==> src/rtl/bcd_time_scheduler_if.sv <==
// Request/result bundle between the clock counters, the BCD time scheduler
// and the display driver.
interface bcd_time_scheduler_if;
    logic       start;
    logic [6:0] sec_in;
    logic [6:0] min_in;
    logic [6:0] hr_in;
    logic       busy;
    logic       done;
    logic [7:0] bcd_sec;
    logic [7:0] bcd_min;
    logic [7:0] bcd_hr;
    logic       err;

    modport master (
        output start, sec_in, min_in, hr_in,
        input  busy, done, bcd_sec, bcd_min, bcd_hr, err
    );

    modport slave (
        input  start, sec_in, min_in, hr_in,
        output busy, done, bcd_sec, bcd_min, bcd_hr, err
    );
endinterface

==> src/rtl/bcd_time_scheduler.sv <==
// Shares one registered binary-to-BCD converter among seconds, minutes and hours,
// publishing all three BCD bytes together. Optional clamp/err: BCD_RANGE_CHECK_EN.
module bcd_time_scheduler #(
    parameter int CONV_LAT = 1
) (
    input  logic                   clk,
    input  logic                   rst,
    bcd_time_scheduler_if.slave    bus,
    output logic [6:0]             conv_data,
    input  logic [7:0]             conv_bcd
);
    localparam int CNT_W = (CONV_LAT > 1) ? $clog2(CONV_LAT) : 1;

    typedef enum logic [1:0] {IDLE, ISSUE, WAIT, CAPTURE} state_t;

    state_t             state_reg;
    logic [1:0]         chan_reg;
    logic [CNT_W-1:0]   wait_cnt_reg;
    logic [6:0]         conv_data_reg;
    logic               busy_reg;
    logic               done_reg;
    logic [7:0]         bcd_sec_reg;
    logic [7:0]         bcd_min_reg;
    logic [7:0]         bcd_hr_reg;
    logic [6:0]         snap_reg   [0:2];
    logic [7:0]         shadow_reg [0:2];

    logic [6:0]         field_in   [0:2];
    logic [6:0]         snap_next  [0:2];
    logic               accept;
    logic               publish;

    assign field_in[0] = bus.sec_in;
    assign field_in[1] = bus.min_in;
    assign field_in[2] = bus.hr_in;

    assign accept  = (state_reg == IDLE) && bus.start;
    assign publish = (state_reg == CAPTURE) && (chan_reg == 2'd2);

`ifdef BCD_RANGE_CHECK_EN
    logic [2:0] clamp_next;
    logic [2:0] clamp_reg;
    logic       err_reg;
`endif

    genvar gi;
    generate
        for (gi = 0; gi < 3; gi++) begin : g_snap
`ifdef BCD_RANGE_CHECK_EN
            assign clamp_next[gi] = (field_in[gi] > 7'd99);
            assign snap_next[gi]  = clamp_next[gi] ? 7'd99 : field_in[gi];
`else
            assign snap_next[gi]  = field_in[gi];
`endif
        end
    endgenerate

    always_ff @(posedge clk or posedge rst) begin
        if (rst) begin
            state_reg     <= IDLE;
            chan_reg      <= 2'd0;
            wait_cnt_reg  <= '0;
            conv_data_reg <= 7'd0;
            busy_reg      <= 1'b0;
            done_reg      <= 1'b0;
            bcd_sec_reg   <= 8'h00;
            bcd_min_reg   <= 8'h00;
            bcd_hr_reg    <= 8'h00;
            for (int i = 0; i < 3; i++) begin
                snap_reg[i]   <= 7'd0;
                shadow_reg[i] <= 8'h00;
            end
        end else begin
            done_reg <= 1'b0;
            case (state_reg)
                IDLE: begin
                    if (bus.start) begin
                        for (int i = 0; i < 3; i++) snap_reg[i] <= snap_next[i];
                        chan_reg  <= 2'd0;
                        busy_reg  <= 1'b1;
                        state_reg <= ISSUE;
                    end
                end
                ISSUE: begin
                    conv_data_reg <= snap_reg[chan_reg];
                    wait_cnt_reg  <= '0;
                    state_reg     <= WAIT;
                end
                WAIT: begin
                    if (wait_cnt_reg == CNT_W'(CONV_LAT - 1)) state_reg <= CAPTURE;
                    else wait_cnt_reg <= wait_cnt_reg + 1'b1;
                end
                CAPTURE: begin
                    shadow_reg[chan_reg] <= conv_bcd;
                    if (chan_reg == 2'd2) begin
                        // Hours come straight from the converter so all three publish together.
                        bcd_sec_reg <= shadow_reg[0];
                        bcd_min_reg <= shadow_reg[1];
                        bcd_hr_reg  <= conv_bcd;
                        done_reg    <= 1'b1;
                        busy_reg    <= 1'b0;
                        state_reg   <= IDLE;
                    end else begin
                        chan_reg  <= chan_reg + 2'd1;
                        state_reg <= ISSUE;
                    end
                end
                default: state_reg <= IDLE;
            endcase
        end
    end

`ifdef BCD_RANGE_CHECK_EN
    always_ff @(posedge clk or posedge rst) begin
        if (rst) begin
            clamp_reg <= 3'b000;
            err_reg   <= 1'b0;
        end else begin
            if (accept)  clamp_reg <= clamp_next;
            if (publish) err_reg   <= |clamp_reg;
        end
    end
    assign bus.err = err_reg;
`else
    assign bus.err = 1'b0;
`endif

    assign conv_data   = conv_data_reg;
    assign bus.busy    = busy_reg;
    assign bus.done    = done_reg;
    assign bus.bcd_sec = bcd_sec_reg;
    assign bus.bcd_min = bcd_min_reg;
    assign bus.bcd_hr  = bcd_hr_reg;
endmodule

==> src/flat_wrapper.sv <==
// flat-port wrapper written by rule: the top's interface ports become plain ports
module bcd_time_scheduler_flat 
#(
    parameter int CONV_LAT = 1
)
  (clk, rst, conv_data, conv_bcd, bus_start, bus_sec_in, bus_min_in, bus_hr_in, bus_busy, bus_done, bus_bcd_sec, bus_bcd_min, bus_bcd_hr, bus_err);
  bcd_time_scheduler_if bus_i ();
  input  logic clk;
  input  logic rst;
  output logic [6:0] conv_data;
  input  logic [7:0] conv_bcd;
  input wire logic [$bits(bus_i.start)-1:0] bus_start;
  input wire logic [$bits(bus_i.sec_in)-1:0] bus_sec_in;
  input wire logic [$bits(bus_i.min_in)-1:0] bus_min_in;
  input wire logic [$bits(bus_i.hr_in)-1:0] bus_hr_in;
  output wire logic [$bits(bus_i.busy)-1:0] bus_busy;
  output wire logic [$bits(bus_i.done)-1:0] bus_done;
  output wire logic [$bits(bus_i.bcd_sec)-1:0] bus_bcd_sec;
  output wire logic [$bits(bus_i.bcd_min)-1:0] bus_bcd_min;
  output wire logic [$bits(bus_i.bcd_hr)-1:0] bus_bcd_hr;
  output wire logic [$bits(bus_i.err)-1:0] bus_err;
  assign bus_i.start = bus_start;
  assign bus_i.sec_in = bus_sec_in;
  assign bus_i.min_in = bus_min_in;
  assign bus_i.hr_in = bus_hr_in;
  assign bus_busy = bus_i.busy;
  assign bus_done = bus_i.done;
  assign bus_bcd_sec = bus_i.bcd_sec;
  assign bus_bcd_min = bus_i.bcd_min;
  assign bus_bcd_hr = bus_i.bcd_hr;
  assign bus_err = bus_i.err;
  bcd_time_scheduler #(.CONV_LAT(CONV_LAT)) u_core (.clk(clk), .rst(rst), .bus(bus_i), .conv_data(conv_data), .conv_bcd(conv_bcd));
endmodule
==> config.mk <==
export PLATFORM = sky130hd
export DESIGN_NAME = bcd_time_scheduler_flat
export DESIGN_NICKNAME = d
export VERILOG_FILES = /design/src/rtl/bcd_time_scheduler_if.sv /design/src/rtl/bcd_time_scheduler.sv /design/src/flat_wrapper.sv
export SDC_FILE = /design/constraint.sdc
export NUM_CORES = 1
export LEC_CHECK = 0
export ABC_CLOCK_PERIOD_IN_PS = 3100
export CORE_UTILIZATION = 51
export DETAILED_ROUTE_END_ITERATION = 10
export PLACE_DENSITY = 0.84
export SLEW_MARGIN = 0
export SYNTH_ARGS = -nofsm -noshare
export SYNTH_HDL_FRONTEND = slang
export SYNTH_SLANG_ARGS = --single-unit
==> constraint.sdc <==
create_clock -name clk -period 3.1 [get_ports clk]
set_clock_uncertainty 0.15 [all_clocks]
set_input_delay 0.31 -clock clk [delete_from_list [all_inputs] [get_ports clk]]
set_output_delay 0.31 -clock clk [all_outputs]
set_load 0.01 [all_outputs]
# Word-level counts from Yosys, hierarchy flattened
# Cells that the tools add are included.
dict set report classes {
  shifts 0
  n_lt_le_gt_ge 2
  n_eq_ne 8
  n_mux 20
  div_mod_pow 0
  add_sub_neg 2
  bitwise_logic 1
  n_reduce_logical 9
  mul 0
}
# op count
set ops {}
lappend ops {{$bwmux W24} 1}
lappend ops {{$demux W8 S2} 1}
lappend ops {{$bmux W7 S2} 1}
lappend ops {{$mux W7} 2}
lappend ops {{$mux W2} 4}
lappend ops {{$mux W8} 1}
lappend ops {{$ne A2 B2 Y1 const B} 4}
lappend ops {{$pmux W2 S4} 1}
lappend ops {{$eq A2 B2 Y1 const B} 3}
lappend ops {{$mux W1} 6}
lappend ops {{$reduce_and A2 Y1} 3}
lappend ops {{$reduce_and A3 Y1} 2}
lappend ops {{$pmux W1 S2} 2}
lappend ops {{$pmux W2 S2} 1}
lappend ops {{$reduce_bool A2 Y1} 2}
lappend ops {{$ge A3 B3 Y1 const B} 1}
lappend ops {{$lt A3 B1 Y1 const B} 1}
lappend ops {{$not A2 Y3} 1}
lappend ops {{$add A2 B1 Y2 const B} 1}
lappend ops {{$eq A2 B1 Y1 const B} 1}
lappend ops {{$logic_not A2 Y1} 1}
lappend ops {{$add A1 B1 Y1 const B} 1}
lappend ops {{$logic_and A1 B1 Y1} 1}
dict set report totals {
  output_inout_bits 34
  inputBits 32
  ff_bits 83
  wordCells 57
  latchBits 0
  n_memories 0
  romBits 0
  ram_bits 0
}

# Longest topological paths before layout
# Gate-level depths: netlist of run 1.
dict set report logic_depth {
  depth_word 6
  mapped_depth 5
  mapped_depth_nobuf 5
}

# Worst setup path after synthesis of run 1
# No wires, ideal clock.
dict set report synth_path {
  kind {register -> register}
  startpoint {register u_core.chan_reg[0]}
  endpoint {register u_core.bcd_hr_reg[7], in the netlist u_core.bus.bcd_hr[7]}
  arrival_ps 1492
  path_buffers 1
  slack_ps 1333
  required_ps 2825
  path_stages_with_launch 6
  period_less_slack_ps 1767
  setup_time_ps 125
  path_cell_list {dfrtp_1 > clkinv_1 > ha_1 > nand2_8 > buf_8 > mux2_4}
}
dict set report synth_between {
  elab_chain_len 2
}
# item line_no
set synth_lines {}
lappend synth_lines {{start: declaration} bcd_time_scheduler.sv:17} ;# logic [1:0] chan_reg;
lappend synth_lines {{start signal: assignment} bcd_time_scheduler.sv:104} ;# chan_reg <= chan_reg + 2'd1;
lappend synth_lines {{$eq A2 B2 Y1} --}
lappend synth_lines {{$reduce_and A2 Y1 (no line)} --}
lappend synth_lines {{end signal: assignment} bcd_time_scheduler.sv:99} ;# bcd_hr_reg <= conv_bcd;
lappend synth_lines {{end: declaration} bcd_time_scheduler.sv:24} ;# logic [7:0] bcd_hr_reg;
# No other way between the ends.
# A chain may end at the register's enable or synchronous reset.

# Final worst setup path of run 1
dict set report layout_path {
  startpoint {register u_core.chan_reg[0]}
  endpoint {register u_core.bcd_hr_reg[3], in the netlist u_core.bus.bcd_hr[3]}
}
# The elaborated chain is that of the path after synthesis.

==> results.toml, run 1 <==
[outcome]
outcome = "complete, no violations"

[routing]
avgViaCountPerCell = 5.148
postRouteWirelength_um = 5499
drtAntennaViolNets = 0
drt-wirelength-per-cell_um = 15.02
drt_iter0_drc = 95
num_vias = 1884
post-route-drc-count = 0
drt_first_pass_iters = 4

[cts]
hold_fix_buffer_count_after_cts = 0
path_clk_slew_ns = 0.08
h_tree_levels = 3
cts_root_buffer = "clkbuf_8"
tritoncts_num_sinks = 74
cts_tree = "built"
post_cts.repair.setup_buffers = 0
numCtsBuffers = 9
ctsResizeCount = 0
worst_case_clock_buffer_depth = 2
clock_insertion_delay_worst_skew_ns = 0.34

[worst_setup_path]
r2r.worst_path.cells = 4
critPathArrivalTime_ns = 2.08
r2r-end = "u_core.bus.bcd_hr[3]"
startpoint_type = "flip-flop"
critical_path_class = "flip-flop to flip-flop"
crit_fanout = 26
worst-r2r-setup-slack_ns = 1.09
timing.rr.start = "u_core.chan_reg[0]"
timing.critical_path.required_ns = 3.17
worst_setup_path_end_kind = "flip-flop"

[yosys]
synthAdderAreaFrac_pct = 3.130
ys_types = 29
xor_xnor_fraction_of_synth_area_pct = 0
synth-warning-count = 0
post_synth_inst_count = 218
muxShareOfSynthArea_pct = 26.37
synth_top_family_by_area = "multiplexers"
synth_sequential_area_ratio_pct = 57.90
netlist_area_pre_place_um2 = 3198
ys_seq_elements = 74
syn_nets = 258
synth-compound-area-share_pct = 3.638
syn-mean-instance-area_um2 = 14.67
basic_gate_share_of_the_synthesized_area_counting_and_or_nand_and_nor_cells_pct = 5.282

[die]
ios = 66
design.core.area_um2 = 5991
die_area_um2 = 6591
initial_cell_density_of_the_core_pct = 53.38
die_w_um = 81.19
floorplan.die.height_um = 81.19
num_rows = 28

[final_layout]
flow.area_growth_from_synthesis_pct = 28.21
drive_gt1_share_pct = 31.62
layout.cell_area.non_filler_um2 = 4100
largest_register_ff_count = 21
num-nets-final = 327
final_core_utilization_pct = 68.44
diodes = 0
instances_no_fill = 366

[place]
globalplace.congestion = 0.7625
dpl.cell_count = 351
total_placed_instance_area_um2 = 3860
place.port_buffers = 64
dp_hpwl_um = 3923

[global_routing]
first_global_vias = 1902
grt_pass1_wl_um = 9239
gr-usage-all-layers_pct = 19.26
grt_overflow_total = 0
maximum_number_of_pins_on_one_net_before_global_route_repair = 31
number_of_antenna_violations_at_the_first_check_in_global_routing = 0

[power]
seqPwrFrac_pct = 40.5
power_share_of_the_clock_group_pct = 20.6
power_mw = 4.318
power_per_cell_area_nw_per_um2 = 1053
power.ir.vdd_worst_uv = 545.5
netSwitchingPower_mw = 1.269
power.switching_fraction_pct = 29.39
share_comb_of_total_power_pct = 38.9
internal_power_mw = 3.049
power.static_leakage_nw = 1.847

[timing]
setup_viol_count_final = 0
report.final.slew_viol_count = 0
final_worst_path_period_share_pct = 64.78
timing.setup.tns_ns = 0
setup_repair_after_global_routing_missed_its_margin = "false"
shortest_clock_period_the_worst_path_allows_after_layout_ns = 2.008
slew_headroom_pct = 59.75
timing.fmax_mhz = 497.9
final_hold_viol_count = 0
tightest_slew_ns = 0.6028

[job]
maxCapViolCount = 0

[worst_hold_path]
hold_path.class = "input port to async pin"
[metal layers]
layer	part of all wire, %	global-route usage [%]	vias to the layer above
met2	48	30.08	65
met5	0	0	-
met1	45	24.65	913
met3	4.9	4.494	14
li1	-	-	892
met4	2.6	10.71	0
[kinds of logic (layout without fill, tap and decap cells)]
| kind of cell | Yosys count | count (layout) |
|---|---|---|
| AO/OA/AOI/OAI | 18 | 18 |
| adder cells (fa/ha/maj) | 8 | 8 |
| buffers and inverters | 15 | 88 |
| flip-flops | 74 | 74 |
| multiplexers | 69 | 69 |
| other | 1 | 1 |
| AND/OR/NAND/NOR | 33 | 33 |
[synthesized netlist by cell type]
cell,count,area [µm²]
dfrtp_1,74,1852
mux2_2,50,563.0
mux2_4,18,270.3
nand2_1,15,56.30
ha_1,8,100.1
a31oi_1,7,43.79
nor2_1,7,26.28
inv_1,6,22.52
o21ai_0,5,25.02
buf_6,3,33.78
nand2_2,3,18.77
a22o_1,2,17.52
and2b_1,2,15.01
buf_4,2,15.01
nand3_1,2,10.01
a21oi_1,1,5.000
a2bb2oi_1,1,8.760
buf_12,1,20.02
buf_8,1,15.01
clkbuf_1,1,3.750
clkinv_1,1,3.750
conb_1,1,3.750
mux2i_1,1,10.01
nand2_8,1,20.02
nor2b_2,1,8.760
o221ai_1,1,8.760
o31ai_1,1,7.510
or2_2,1,6.260
or2b_1,1,7.510
[placed cells by master (no fill, tap or decap)]
cell type	count
clkinv_2	1
o221ai_1	1
dfrtp_1	74
or2_2	1
a31oi_1	7
a21oi_1	1
mux2i_1	1
a2bb2oi_1	1
nand2_2	3
inv_2	1
nor2b_2	1
nand2_8	1
o31ai_1	1
nand2_1	15
clkbuf_8	10
clkinvlp_4	1
clkinv_1	1
nand3_1	2
buf_4	2
ha_1	8
a22o_1	2
o21ai_0	5
bufinv_16	3
and2b_1	2
inv_1	5
mux2_4	18
conb_1	1
or2b_1	1
clkdlybuf4s50_1	64
nor2_1	7
mux2_2	50
[how the worst max path moves through the flow]
stage                     slack (ns)          startpoint               endpoint
after floorplan                 0.76                 rst   u_core.bus.bcd_hr[0]
after global placement          1.17  u_core.chan_reg[0]  u_core.bus.bcd_sec[7]
after detailed placement        1.12  u_core.chan_reg[0]   u_core.bus.bcd_hr[6]
after CTS                       1.09  u_core.chan_reg[0]   u_core.bus.bcd_hr[3]
after global routing            1.01  u_core.chan_reg[0]   u_core.bus.bcd_hr[3]
final                           1.09  u_core.chan_reg[0]   u_core.bus.bcd_hr[3]
[layout make-up]
cell class,count,area (µm²)
clock buffer,10,137.6
clock inverter,5,102.6
fill,406,1891
inverter,7,26.28
multi-input combinational,129,1232
sequential,74,1852
tap,75,93.84
timing repair buffer,66,655.6
[per-stage QoR]
stage	hold WS [ns]	worst slack (ns)
floorplan	0.3085	0.7584
global placement	0.3325	1.171
detailed placement	0.3402	1.117
CTS	0.2399	1.095
global route	0.2789	1.007
finish	0.2215	1.092
[power by group through the flow]
stage	logic (mW)	registers [mW]	clock network, mW
floorplan	1.05	1.77	0
global placement	1.64	1.74	0
detailed placement	1.70	1.76	0
CTS	1.70	1.75	0.908
global route	1.85	1.81	0.955
finish	1.68	1.75	0.891
[worst max-delay path: stages (launching register included)]
cell and delay (ns):
dfrtp_1 0.44, clkinv_1 0.30, ha_1 0.37, nand2_8 0.24, mux2_2 0.39
Note: power is estimated with default switching activity, not from simulation.
==> run 2: changes to the inputs <==
--- a/config.mk
+++ b/config.mk
@@ -5,7 +5,7 @@
 export SDC_FILE = /design/constraint.sdc
 export NUM_CORES = 1
 export LEC_CHECK = 0
-export ABC_CLOCK_PERIOD_IN_PS = 3100
+export ABC_CLOCK_PERIOD_IN_PS = 1850
 export CORE_UTILIZATION = 51
 export DETAILED_ROUTE_END_ITERATION = 10
 export PLACE_DENSITY = 0.84
==> constraint.sdc (replaced) <==
create_clock -name clk -period 1.85 [get_ports clk]
set_clock_uncertainty 0.15 [all_clocks]
set_input_delay 0.185 -clock clk [delete_from_list [all_inputs] [get_ports clk]]
set_output_delay 0.185 -clock clk [all_outputs]
set_load 0.01 [all_outputs]
==> results.toml, run 2 (synthesis gave the netlist of run 1 again) <==
[routing]
drt_first_pass_iters = 4
postRouteWirelength_um = 5422
drtAntennaViolNets = 0
drt_iter0_drc = 53
post-route-drc-count = 0
num_vias = 1898
avgViaCountPerCell = 5.130
drt-wirelength-per-cell_um = 14.65

[final_layout]
number_of_fill_cells = 424
most_common_cell_after_layout_fill_and_taps_aside = "dfrtp_1"
layout.cell_area.non_filler_um2 = 4114
num-nets-final = 331
most-common-layout-cells = "dfrtp_1, clkdlybuf4s50_1, mux2_2"
flow.area_growth_from_synthesis_pct = 28.64
diodes = 0
drive_gt1_share_pct = 32.54
largest_register_ff_count = 21

[cts]
clock_insertion_delay_worst_skew_ns = 0.34
hold_fix_buffer_count_after_cts = 0
worst_case_clock_buffer_depth = 2
ctsResizeCount = 0
path_clk_slew_ns = 0.07
numCtsBuffers = 9
tritoncts_num_sinks = 74
cts_tree = "built"
post_cts.repair.setup_buffers = 0
cts_root_buffer = "clkbuf_8"
h_tree_levels = 3

[timing]
hold_slack_ns = 0.03657
final_worst_path_period_share_pct = 93.36
timing.setup.tns_ns = 0
postLayoutSetupSlackWorst_ns = 0.1229
report.final.slew_viol_count = 0
shortest_clock_period_the_worst_path_allows_after_layout_ns = 1.727
final_hold_viol_count = 0
timing.fmax_mhz = 579.0
setup_viol_count_final = 0
setup_repair_after_global_routing_missed_its_margin = "false"

[place]
total_placed_instance_area_um2 = 3931
place.port_buffers = 64
dp_hpwl_um = 3927
place_worst_setup_slack_ns = 0.1143
globalplace.congestion = 0.7114

[global_routing]
grt_overflow_total = 0
maximum_number_of_pins_on_one_net_before_global_route_repair = 31
first_global_vias = 1946
number_of_antenna_violations_at_the_first_check_in_global_routing = 0
grt_pass1_wl_um = 9273
gr-usage-all-layers_pct = 19.35

[worst_setup_path]
worst_setup_path_end_kind = "flip-flop"
critical_path_class = "flip-flop to flip-flop"
timing.critical_path.required_ns = 1.93
crit_fanout = 26
worst-r2r-setup-slack_ns = 0.12
startpoint_type = "flip-flop"
critPathArrivalTime_ns = 1.80
r2r-end = "u_core.bus.bcd_hr[3]"
timing.rr.start = "u_core.state_reg[0]"
r2r.worst_path.cells = 3

[die]
floorplan.die.height_um = 81.19
design.core.area_um2 = 5991
num_rows = 28
initial_cell_density_of_the_core_pct = 53.38
ios = 66
die_area_um2 = 6591
die_w_um = 81.19

[power]
power.ir.vdd_worst_uv = 942.4
power.static_leakage_nw = 1.858
power_per_cell_area_nw_per_um2 = 1695
power_mw = 6.971

[worst_hold_path]
hold_path.class = "input port to async pin"

[job]
maxCapViolCount = 0

[outcome]
outcome = "complete, no violations"
==> run 2: cell type report <==
| type | instances | area (µm²) | share of cell area [%] |
|---|---|---|---|
| Inverter | 7 | 30.03 | 0.7299 |
| Multi-Input combinational cell | 129 | 1232 | 29.96 |
| Clock buffer | 9 | 123.9 | 3.011 |
| Timing Repair Buffer | 70 | 723.2 | 17.58 |
| Tap cell | 75 | 93.84 | 2.281 |
| Clock inverter | 6 | 58.81 | 1.429 |
| Sequential cell | 74 | 1852 | 45.01 |
==> run 2: metrics by stage <==
step | cells | utilization, %
floorplan | 218 | -
global placement | 355 | 65.62
detailed placement | 355 | 65.62
CTS | 370 | 68.67
global route | 370 | 68.67
finish | 370 | 68.67
==> run 2: worst max-delay path, cell delays in order, from the launching register on <==
cell and delay, ns:
dfrtp_1 0.42, ha_1 0.36, nand2_8 0.28, mux2_2 0.38
==> run 2: worst max path at each step <==
stage | from | to | slack [ns] | cells past startpoint
CTS | u_core.state_reg[0] | u_core.shadow_reg[13] | 0.11 | 3
detailed placement | u_core.state_reg[0] | u_core.shadow_reg[9] | 0.11 | 3
floorplan | u_core.chan_reg[0] | u_core.bus.bcd_hr[7] | 0.08 | 5
finish | u_core.state_reg[0] | u_core.bus.bcd_hr[3] | 0.12 | 3
global placement | u_core.state_reg[0] | u_core.bus.bcd_hr[6] | 0.17 | 3
global route | u_core.state_reg[0] | u_core.shadow_reg[10] | 0.04 | 3
==> run 2: layer usage <==
metal	track usage, %	part of all wire (%)	up-vias
met1	24.54	45	920
met3	5.281	5.6	10
met2	30.25	48	65
li1	-	-	903
met5	0	0	-
met4	10.18	1.8	0
==> run 2: power by group <==
group          internal (mW)  leakage (nW)  switching, mW
sequential              2.43         0.875          0.455
clock                  0.607        0.0986          0.565
combinational           1.81         0.884           1.09
==> run 3: changes to the inputs <==
--- a/config.mk
+++ b/config.mk
@@ -6,6 +6,7 @@
 export NUM_CORES = 1
 export LEC_CHECK = 0
 export ABC_CLOCK_PERIOD_IN_PS = 1850
+export CAP_MARGIN = 20
 export CORE_UTILIZATION = 51
 export DETAILED_ROUTE_END_ITERATION = 10
 export PLACE_DENSITY = 0.84
==> results of run 3 <==
No change in the layout: final DEF, timing and power equal those of run 2.
